File: src/rtl/mul_pkg.sv
// Shared types and helpers for the shift-and-add multiplier.
package mul_pkg;

  typedef enum logic [1:0] {
    IDLE = 2'd0,
    BUSY = 2'd1,
    DONE = 2'd2
  } mul_state_e;

  // Step-counter width; it must hold WORD_WIDTH-1.
  function automatic int unsigned cnt_width(input int unsigned word_width);
    return (word_width < 2) ? 1 : $clog2(word_width);
  endfunction

endpackage

File: src/rtl/mul_step.sv
// One combinational multiply step: conditional add of the multiplicand into hi,
// then a logical right shift of {carry, sum, lo} by one.
module mul_step #(
  parameter int unsigned WORD_WIDTH = 8
) (
  input  logic [WORD_WIDTH-1:0] mcand_i,
  input  logic [WORD_WIDTH-1:0] hi_i,
  input  logic [WORD_WIDTH-1:0] lo_i,
  output logic [WORD_WIDTH-1:0] hi_o,
  output logic [WORD_WIDTH-1:0] lo_o
);

  logic [WORD_WIDTH-1:0] addend;
  logic [WORD_WIDTH-1:0] sum;
  logic                  carry;

  assign addend = lo_i[0] ? mcand_i : '0;

  ripple_carry_adder #(
    .WIDTH(WORD_WIDTH)
  ) u_adder (
    .a_i  (hi_i),
    .b_i  (addend),
    .c_i  (1'b0),
    .sum_o(sum),
    .c_o  (carry)
  );

  assign hi_o = {carry, sum[WORD_WIDTH-1:1]};
  assign lo_o = {sum[0], lo_i[WORD_WIDTH-1:1]};

endmodule

File: src/rtl/ripple_carry_adder.sv
// Team ripple-carry adder: WIDTH-bit sum with carry-in and carry-out.
module ripple_carry_adder #(
  parameter int unsigned WIDTH = 8
) (
  input  logic [WIDTH-1:0] a_i,
  input  logic [WIDTH-1:0] b_i,
  input  logic             c_i,
  output logic [WIDTH-1:0] sum_o,
  output logic             c_o
);

  always_comb begin : ripple
    logic [WIDTH:0] carry;
    carry    = '0;
    carry[0] = c_i;
    sum_o    = '0;
    for (int i = 0; i < int'(WIDTH); i++) begin
      sum_o[i]     = a_i[i] ^ b_i[i] ^ carry[i];
      carry[i+1]   = (a_i[i] & b_i[i]) | (carry[i] & (a_i[i] ^ b_i[i]));
    end
    c_o = carry[WIDTH];
  end

endmodule

File: src/rtl/shift_add_multiplier.sv
// Multi-cycle unsigned multiplier, one add-and-shift step per clock.
// Optional SHIFT_ADD_MUL_ZERO_BYPASS_EN: zero operands skip straight to DONE.
module shift_add_multiplier
  import mul_pkg::*;
#(
  parameter int unsigned WORD_WIDTH = 8
) (
  input  logic                    clk_i,
  input  logic                    rst_ni,
  input  logic                    valid_i,
  output logic                    ready_o,
  input  logic [WORD_WIDTH-1:0]   a_i,
  input  logic [WORD_WIDTH-1:0]   b_i,
  output logic                    valid_o,
  input  logic                    ready_i,
  output logic [2*WORD_WIDTH-1:0] product_o,
  output logic                    busy_o
);

  localparam int unsigned CNT_W  = cnt_width(WORD_WIDTH);
  localparam int unsigned PROD_W = 2 * WORD_WIDTH;

  mul_state_e              state_q, state_d;
  logic [CNT_W-1:0]        cnt_q, cnt_d;
  logic [WORD_WIDTH-1:0]   mcand_q, mcand_d;
  logic [WORD_WIDTH-1:0]   hi_q, hi_d;
  logic [WORD_WIDTH-1:0]   lo_q, lo_d;
  logic [PROD_W-1:0]       product_q, product_d;
  logic                    valid_q, valid_d;
  logic [WORD_WIDTH-1:0]   step_hi;
  logic [WORD_WIDTH-1:0]   step_lo;

  mul_step #(
    .WORD_WIDTH(WORD_WIDTH)
  ) u_step (
    .mcand_i(mcand_q),
    .hi_i   (hi_q),
    .lo_i   (lo_q),
    .hi_o   (step_hi),
    .lo_o   (step_lo)
  );

  always_ff @(posedge clk_i or negedge rst_ni) begin
    if (!rst_ni) begin
      state_q   <= IDLE;
      cnt_q     <= '0;
      mcand_q   <= '0;
      hi_q      <= '0;
      lo_q      <= '0;
      product_q <= '0;
      valid_q   <= 1'b0;
    end else begin
      state_q   <= state_d;
      cnt_q     <= cnt_d;
      mcand_q   <= mcand_d;
      hi_q      <= hi_d;
      lo_q      <= lo_d;
      product_q <= product_d;
      valid_q   <= valid_d;
    end
  end

  // Next-state: accept in IDLE, step in BUSY, hold the product until taken in DONE.
  always_comb begin
    state_d   = state_q;
    cnt_d     = cnt_q;
    mcand_d   = mcand_q;
    hi_d      = hi_q;
    lo_d      = lo_q;
    product_d = product_q;
    valid_d   = valid_q;

    case (state_q)
      IDLE: begin
        if (valid_i) begin
          mcand_d = a_i;
          hi_d    = '0;
          lo_d    = b_i;
          cnt_d   = CNT_W'(WORD_WIDTH - 1);
          state_d = BUSY;
`ifdef SHIFT_ADD_MUL_ZERO_BYPASS_EN
          if ((a_i == '0) || (b_i == '0)) begin
            state_d   = DONE;
            product_d = '0;
            valid_d   = 1'b1;
          end
`else
`endif
        end
      end
      BUSY: begin
        hi_d = step_hi;
        lo_d = step_lo;
        if (cnt_q == '0) begin
          state_d   = DONE;
          product_d = {step_hi, step_lo};
          valid_d   = 1'b1;
        end else begin
          cnt_d = cnt_q - CNT_W'(1);
        end
      end
      DONE: begin
        if (ready_i) begin
          valid_d = 1'b0;
          state_d = IDLE;
        end
      end
      default: begin
        state_d = IDLE;
        valid_d = 1'b0;
      end
    endcase
  end

  assign ready_o   = (state_q == IDLE);
  assign busy_o    = (state_q == BUSY);
  assign valid_o   = valid_q;
  assign product_o = product_q;

endmodule

File: config.mk
export PLATFORM = sky130hd
export DESIGN_NAME = shift_add_multiplier
export DESIGN_NICKNAME = d
export VERILOG_FILES = /design/src/rtl/mul_pkg.sv /design/src/rtl/mul_step.sv /design/src/rtl/ripple_carry_adder.sv /design/src/rtl/shift_add_multiplier.sv
export SDC_FILE = /design/constraint.sdc
export NUM_CORES = 1
export LEC_CHECK = 0
export ABC_AREA = 1
export CAP_MARGIN = 20
export CORE_MARGIN = 2
export CORE_UTILIZATION = 35
export DETAILED_ROUTE_END_ITERATION = 8
export PLACE_DENSITY = 0.62
export SYNTH_ARGS = -nofsm -noshare
export SYNTH_HDL_FRONTEND = slang
export SYNTH_HIERARCHICAL = 1
export SYNTH_SLANG_ARGS = --single-unit
File: constraint.sdc
create_clock -name clk_i -period 10.05 [get_ports clk_i]
set_input_delay 2.01 -clock clk_i [delete_from_list [all_inputs] [get_ports clk_i]]
set_output_delay 2.01 -clock clk_i [all_outputs]
set_load 0.01 [all_outputs]
==> flow_summary.yaml, run 1 <==
critical_path:
  worstPathRequired_ps: 8040
  critPathMaxStageDelay_ps: 660
  worst_setup_path_end_kind: "primary output"
  worstPathMaxFanout: 17
  worstPathCellList: "nor2_1 > clkdlybuf4s50_1"
  path_delay_family: "buffers and inverters"
  crit_buf_inv: 1
  start_kind: "flip-flop"
  cpMaxStageDelayCell: "clkdlybuf4s50_1"
  crit_type: "reg -> out"
  cp.arrival_ps: 2180
min_path:
  hold_path_class: "reg -> reg"
sta:
  fin_crit_sh: 0.417
  fin_crit_ps: 4190
  relSlewSlack: 0.574
  worst_pin_slew_ps: 639
  timing.setup.tns_ps: 0
  rsz0062_at_grt: "false"
  setup_viol: 0
  max_freq_ghz: 0.239
  slew_violations: 0
  hold_violations: 0
  finalWorstSetupSlack_ps: 5860
  finClkSkew_ps: 4.42
synth:
  ys_seq_elements: 46
  synth_edf_count: 0
  synth_area_leaders: "dfrtp_1 49%, nand2_1 17%, nand3_1 7.0%"
  synth_most_common_cell: "nand2_1"
  synth_area_sq_um: 2370
  ys_async_sr_fraction: 1.00
  yosys.area.top_type: "dfrtp_1"
  synthDistinctLibCells: 21
  synthTopCellsByCount: "106 x nand2_1, 46 x dfrtp_1, 34 x inv_1"
  yosys_most_used_dff: "dfrtp_1"
  synth_cells: 277
  synth_fp_nets: 307
  synth_top_area_share: 0.486
  synth-seq-area-share: 0.486
  yosys_warnings: 6
  synth_area_per_cell_sq_um: 8.55
global_routing:
  grt_pass1_vias: 1689
  grt_usage: 0.130
  grt_pass1_wl_um: 7630
  overflow: 0
  antenna_found_initial: 0
  grt_max_degree: 47
job:
  maxCapViolCount: 0
power_and_ir_drop:
  switching_share: 0.401
  p_sw_mw: 0.322
  p_per_area_nw_per_um2: 287
  combPwrFrac: 0.445
  pwr-share-seq: 0.412
  p_int_mw: 0.481
  p_clk_frac: 0.143
  leakagePower_nw: 1.47
  vdd_ir_drop_max_uv: 101
clock_tree:
  cts_setup_buffers: 0
  cts.sinks: 46
  cts_hold_buf: 0
  clkLatencyLatePin_ps: 290
  cts-root-buf: "clkbuf_8"
  cts-resized-gates: 0
  clockBufferDepth: 2
  cts_made_buffers: 5
  cts_tree: "done"
  htreeDepth: 2
  clk_pin_slew_worst_paths_ps: 80
routing:
  wl_um: 4470
  ant_nets: 0
  routedWlPerCell_um: 11.8
  viasPerCell: 4.51
  drtIter0Drc: 126
  num_vias: 1714
  drc: 0
  drtPass1Iterations: 4
floorplan:
  core_sq_um: 6460
  die_area_sq_um: 7440
  dieHeight_um: 86.2
  row_count: 29
  initial_core_util: 0.367
  pin_count: 39
  die_w_um: 86.2
cells_and_area:
  layout.nets: 332
  drive_gt1_frac: 0.0759
  antenna_cells: 0
  num-fill-cells: 681
  fin_cells: 380
  syn2layout_area_growth_pct: 18.2
status:
  run_status: "complete, no violations"
placement:
  placedCellCount: 371
  globalplace.congestion: 0.752
  dp_hpwl_um: 3150
  place_ws_ps: 6050
  port_buffers: 38
## stage by stage
stage	cell area [sq um]	util	total power [mW]	hold slack, ps
6_report	2800	0.433	0.803	477
2_1_floorplan	2370	-	0.596	442
4_1_cts	2780	0.430	0.815	481
3_5_place_dp	2690	0.416	0.697	460
3_3_place_gp	2690	0.416	0.689	459
5_1_grt	2800	0.433	0.882	494
## registers in the layout (all words and copies together) (netlist names)
name	flops
cnt_q	3
valid_o	1
state_q	2
mcand_q	8
hi_q	8
product_o	16
lo_q	8
## worst reg2reg max path: cells and delay by family, from the launching register on
family | cells | cell delay, ps
AOI/OAI and AO/OA | 1 | 160
buffers and inverters | 6 | 350
adders and majority gates | 8 | 2810
DFF | 1 | 470
and+or+nand+nor | 1 | 90
## power groups by stage
stage	Clock, mW	Sequential, mW	Combinational (mW)
6_report	0.115	0.331	0.358
5_1_grt	0.126	0.345	0.410
4_1_cts	0.120	0.331	0.364
3_5_place_dp	0	0.334	0.363
3_3_place_gp	0	0.333	0.356
2_1_floorplan	0	0.323	0.273
## final timing paths
| kind | start | endpoint | depth (start not counted) | slack, ps |
|---|---|---|---|---|
| setup / recovery | state_q[0]$_DFFE_PN0P_ | ready_o | 2 | 5860 |
| hold reg to reg | product_o[3]$_DFFE_PN0P_ | product_o[3]$_DFFE_PN0P_ | 2 | 480 |
| hold / removal | product_o[3]$_DFFE_PN0P_ | product_o[3]$_DFFE_PN0P_ | 2 | 480 |
| min in group asynchronous | rst_ni | mcand_q[1]$_DFFE_PN0P_ | 1 | 1650 |
| setup reg to reg | lo_q[0]$_DFFE_PN0P_ | hi_q[6]$_DFFE_PN0P_ | 16 | 6080 |
| max in group asynchronous | rst_ni | product_o[4]$_DFFE_PN0P_ | 2 | 7900 |
## metal layers
metal  up-vias  share of wire  track usage
li1        887              -            -
met1       796           0.48        0.173
met2        29           0.48        0.213
met3         2          0.034       0.0324
met4         0         0.0029       0.0341
met5         -              0            0
## placed cells by master (no fill, tap or decap), types with 2 or more instances in the layout
cell type          n
clkbuf_8           6
clkdlybuf4s50_1   37
dfrtp_1           46
fa_1               8
ha_1               2
inv_1             34
inv_2              2
nand2_1          106
nand3_1           33
o21ai_0            9
o21ai_2            8
## cell families after synthesis
family	share of synthesized area
buf+inv	0.122
other cells	0.00158
simple gates	0.255
fa+ha+maj	0.0782
compound gates	0.0576
flops	0.486
## final cells by class
type	count	area [sq um]	share of cell area
repair buffers	39	395	0.141
clock inverters	1	5.00	0.00179
flip-flops and latches	46	1150	0.411
well taps	77	96.3	0.0344
clock buffers	7	86.3	0.0309
multi-input cells	174	928	0.332
inverters	36	135	0.0483
Power figures use the tool's default switching activity.
==> run 2: changes to the inputs <==
- PLACE_DENSITY: 0.62 -> 0.64
- clock period: 10.05 -> 3.6 ns (I/O delays scaled with it)
==> flow_summary.yaml, run 2 (synthesis results as in run 1) <==
floorplan:
  pin_count: 39
  row_count: 29
  die_area_sq_um: 7440
  core_sq_um: 6460
  die_w_um: 86.2
  dieHeight_um: 86.2
  initial_core_util: 0.367
sta:
  finClkSkew_ps: 4.79
  fin_crit_ps: 3570
  fin_crit_sh: 0.993
  rsz0062_at_grt: "true"
  worst_pin_slew_ps: 676
  relSlewSlack: 0.549
  slew_violations: 0
  hold_violations: 0
  setup_viol: 0
  hold_ws_ps: 369
  max_freq_ghz: 0.280
routing:
  viasPerCell: 4.45
  drc: 0
  routedWlPerCell_um: 11.4
  num_vias: 1713
  drtPass1Iterations: 4
  drtIter0Drc: 117
  wl_um: 4400
  ant_nets: 0
critical_path:
  worstPathMaxFanout: 2
  crit_start: "mcand_q[0]$_DFFE_PN0P_"
  path_delay_family: "adder cells"
  r2r_slack_ps: 30
  cp.depth: 16
  r2r_end: "product_o[14]$_DFFE_PN0P_"
  worst_setup_path_end_kind: "flip-flop"
  r2r_cells: 16
  timing.rr.start: "mcand_q[0]$_DFFE_PN0P_"
  cp.arrival_ps: 3790
  crit_type: "reg -> reg"
  cpMaxStageDelayCell: "fa_1"
  critPathMaxStageDelay_ps: 410
  cpMostUsedCell: "fa_2"
  worstPathRequired_ps: 3820
  crit_buf_inv: 6
  worstPathCellList: "nand2_1 > inv_2 > fa_2 > inv_2 > fa_2 > inv_2 > fa_2 > fa_2 > fa_2 > fa_2 > fa_2 > inv_2 > fa_1 > inv_2 > inv_2 > o21ai_2"
  start_kind: "flip-flop"
cells_and_area:
  final_common_cell: "nand2_1"
  antenna_cells: 0
  largest_register_ff_count: 16
  syn2layout_area_growth_pct: 20.7
  drive_gt1_frac: 0.136
  layout.nets: 337
  mostFrequentLayoutCells: "106 x nand2_1, 46 x dfrtp_1, 37 x clkdlybuf4s50_1"
  stdcell_area_sq_um: 2860
placement:
  globalplace.congestion: 0.785
  port_buffers: 38
  dp_hpwl_um: 3110
  detailed_place.area_sq_um: 2720
clock_tree:
  clkLatencyLatePin_ps: 290
  cts-root-buf: "clkbuf_8"
  clk_pin_slew_worst_paths_ps: 80
  cts_made_buffers: 5
  htreeDepth: 2
  cts_tree: "done"
  clockBufferDepth: 2
  cts.sinks: 46
power_and_ir_drop:
  p_per_area_nw_per_um2: 806
  leakagePower_nw: 1.48
  vdd_ir_drop_max_uv: 306
global_routing:
  overflow: 0
  grt_usage: 0.133
  antenna_found_initial: 0
  grt_max_degree: 47
  grt_pass1_wl_um: 7870
  grt_pass1_vias: 1730
status:
  run_status: "complete, no violations"
min_path:
  hold_path_class: "in -> async"
job:
  maxCapViolCount: 0
run 2: cell count changes in the layout (fill, tap and decap cells not counted), sizes merged:
cell | previous run | this run
clkinvlp | 0 | 1
clkbuf | 7 | 6
buf | 2 | 7
run 2: metal layers:
metal,track usage,wire [um],up-vias
li1,-,-,891
met1,0.184,2150,778
met2,0.213,2030,39
met3,0.0305,177,5
met4,0.0341,51,0
met5,0,0,-
run 2: worst max path at each step:
stage | slack, ps | to
floorplan | 10 | product_o[14]$_DFFE_PN0P_
global placement | -60 | product_o[14]$_DFFE_PN0P_
detailed placement | -100 | product_o[14]$_DFFE_PN0P_
CTS | 9 | product_o[14]$_DFFE_PN0P_
global route | -130 | product_o[14]$_DFFE_PN0P_
finish | 30 | product_o[14]$_DFFE_PN0P_
run 2: timing repair:
item | in CTS | in global routing
gates cloned | 0 | 0
pin swaps | 4 | 1
endpoints found under the setup margin | 2 | 2
gates resized for setup | 0 | 3
setup buffers | 2 | 1
hold buffers | 0 | 0
run 2: area by class of cell:
cell class,instances,area (sq um)
Fill cell,660,3600
Sequential cell,46,1150
Multi-Input combinational cell,174,946
Timing Repair Buffer,44,433
Inverter,36,135
Tap cell,77,96.3
Clock buffer,6,82.6
Clock inverter,2,12.5
run 2: stage by stage:
step / setup slack [ps] / util / cells / power [mW] / setup TNS, ps
after global routing: -132 / 0.442 / 385 / 2.53 / -248
after global placement: -62.4 / 0.421 / 373 / 1.95 / -105
after floorplan: 13.5 / - / 277 / 1.68 / 0
final: 26.1 / 0.442 / 385 / 2.30 / 0
after CTS: 8.99 / 0.438 / 383 / 2.32 / 0
after detailed placement: -97.8 / 0.421 / 373 / 1.98 / -193
run 2: power breakdown:
part	internal (mW)	switching, mW
Sequential	0.746	0.172
Combinational	0.481	0.578
Clock	0.154	0.171
==> run 3: changes to the inputs <==
- ABC_AREA: 1 -> 0
- CORE_UTILIZATION: 35 -> 39
- CTS_BUF_LIST: not set -> sky130_fd_sc_hd__clkbuf_2
- PLACE_DENSITY: 0.64 -> 0.7
==> flow_summary.yaml, run 3 <==
floorplan:
  die_w_um: 80.2
  core_sq_um: 5570
  die_area_sq_um: 6440
  dieHeight_um: 80.2
  pin_count: 39
  initial_core_util: 0.407
  row_count: 27
global_routing:
  antenna_found_initial: 0
  overflow: 0
  grt_pass1_wl_um: 6970
  grt_pass1_vias: 1518
  grt_usage: 0.143
  grt_max_degree: 47
power_and_ir_drop:
  p_sw_mw: 0.922
  leakagePower_nw: 1.19
  vdd_ir_drop_max_uv: 445
  pwr-share-seq: 0.370
  finalPower_mw: 2.58
  p_int_mw: 1.66
  p_clk_frac: 0.113
  p_per_area_nw_per_um2: 941
  combPwrFrac: 0.517
  switching_share: 0.357
synth:
  yosys.area.top_type: "dfrtp_1"
  yosys_most_used_dff: "dfrtp_1"
  synth_area_sq_um: 2270
  synth_area_leaders: "dfrtp_1 51%, fa_1 7.1%, mux2_2 7.0%"
  synth_fp_nets: 207
  yosys_warnings: 6
  synth_edf_count: 0
  synthDistinctLibCells: 30
  synth_cells: 177
  synth_most_common_cell: "dfrtp_1"
  synthTopCellsByCount: "46 x dfrtp_1, 18 x nor2_1, 14 x inv_1, 14 x mux2_2, 9 x mux2_4"
  synth_top_area_share: 0.508
  ys_seq_elements: 46
  synth-seq-area-share: 0.508
  synth_area_per_cell_sq_um: 12.8
  ys_async_sr_fraction: 1.00
routing:
  drtPass1Iterations: 4
  wl_um: 4350
  ant_nets: 0
  num_vias: 1442
  viasPerCell: 5.08
  drtIter0Drc: 111
  routedWlPerCell_um: 15.3
  drc: 0
critical_path:
  start_kind: "flip-flop"
  cp.arrival_ps: 4000
  crit_start: "lo_q[0]$_DFFE_PN0P_"
  worstPathCellList: "and2_4 > fa_2 > inv_2 > fa_2 > inv_2 > fa_2 > fa_2 > fa_2 > fa_2 > fa_2 > inv_2 > fa_1 > inv_1 > mux2_2"
  worstPathMaxFanout: 2
  r2r_end: "product_o[14]$_DFFE_PN0P_"
  r2r_cells: 14
  cpMostUsedCell: "fa_2"
  worst_setup_path_end_kind: "flip-flop"
  worstPathRequired_ps: 3970
  critPathMaxStageDelay_ps: 430
  crit_type: "reg -> reg"
  cpMaxStageDelayCell: "dfrtp_1"
  timing.rr.start: "lo_q[0]$_DFFE_PN0P_"
  r2r_slack_ps: -40
sta:
  hold_ws_ps: 58.1
  rsz0062_at_grt: "true"
  max_freq_ghz: 0.275
  timing.setup.tns_ps: -50.5
  fin_crit_sh: 1.01
  hold_violations: 0
  setup_viol: 2
  fin_crit_ps: 3640
  finClkSkew_ps: 27.1
  finalWorstSetupSlack_ps: -35.4
  slew_violations: 0
clock_tree:
  htreeDepth: 2
  clkLatencyLatePin_ps: 430
  cts.sinks: 46
  clockBufferDepth: 2
  cts_setup_buffers: 0
  cts-root-buf: "clkbuf_2"
  cts_made_buffers: 5
  clk_pin_slew_worst_paths_ps: 250
  cts_hold_buf: 0
  cts_tree: "done"
cells_and_area:
  layout.nets: 241
  mostFrequentLayoutCells: "46 x dfrtp_1, 37 x clkdlybuf4s50_1, 18 x nor2_1"
  final_common_cell: "dfrtp_1"
  syn2layout_area_growth_pct: 21.0
  post-route-util: 0.492
  antenna_cells: 0
  drive_gt1_frac: 0.278
  largest_register_ff_count: 16
status:
  violations: "negative setup slack"
  run_status: "complete, but fails checks"
min_path:
  hold_path_class: "in -> async"
placement:
  dp_hpwl_um: 2910
  place_ws_ps: -117
  globalplace.congestion: 0.734
  port_buffers: 38
job:
  maxCapViolCount: 0
==> run 3: critical path, delay by kind of cell (launching register included) <==
kind	cells	cell delay [ps]
simple gates	1	160
fa+ha+maj	8	2640
flops	1	430
buf+inv	4	240
mux	1	140
==> run 3: power groups by stage <==
stage,registers (mW),logic [mW],clock network [mW]
CTS,0.956,1.36,0.302
global route,0.985,1.49,0.320
finish,0.953,1.33,0.292
global placement,0.959,1.30,0
detailed placement,0.967,1.36,0
floorplan,0.969,0.963,0
==> run 3: cell families after synthesis <==
group	synth area share
AO/OA/AOI/OAI	0.112
AND/OR/NAND/NOR	0.0790
adder cells (fa/ha/maj)	0.0817
flip-flops	0.508
other	0.00165
buffers and inverters	0.0790
multiplexers	0.139
==> run 3: worst max-delay path by stage <==
stage / to / slack [ps] / cells past startpoint
after floorplan: product_o[15]$_DFFE_PN0P_ / 30 / 14
after global placement: product_o[14]$_DFFE_PN0P_ / -60 / 14
after detailed placement: product_o[14]$_DFFE_PN0P_ / -120 / 14
after CTS: product_o[14]$_DFFE_PN0P_ / -50 / 14
after global routing: product_o[14]$_DFFE_PN0P_ / -160 / 14
final: product_o[14]$_DFFE_PN0P_ / -40 / 14
==> run 3: area by class of cell <==
type | count | area, sq um
clock buffer | 6 | 30.0
timing repair buffer | 41 | 410
inverter | 16 | 67.6
fill | 516 | 2830
sequential | 46 | 1150
multi-input combinational | 101 | 956
clock inverter | 2 | 37.5
tap | 72 | 90.1
==> run 3: repair_timing <==
item                                    4_1_cts  5_1_grt
pin swaps                                     6        1
gates resized for setup                       0        0
endpoints found under the setup margin        4        4
==> run 3: metrics by stage <==
stage | area, sq um | instances
final | 2740 | 284
after global routing | 2740 | 284
after CTS | 2720 | 283
after detailed placement | 2660 | 275
after global placement | 2660 | 275
after floorplan | 2290 | 177
==> run 3: layer usage <==
metal / wire [um] / GRT usage
met1: 2040 / 0.189
met3: 218 / 0.0449
met2: 2050 / 0.229
met5: 0 / 0
met4: 42 / 0.0356
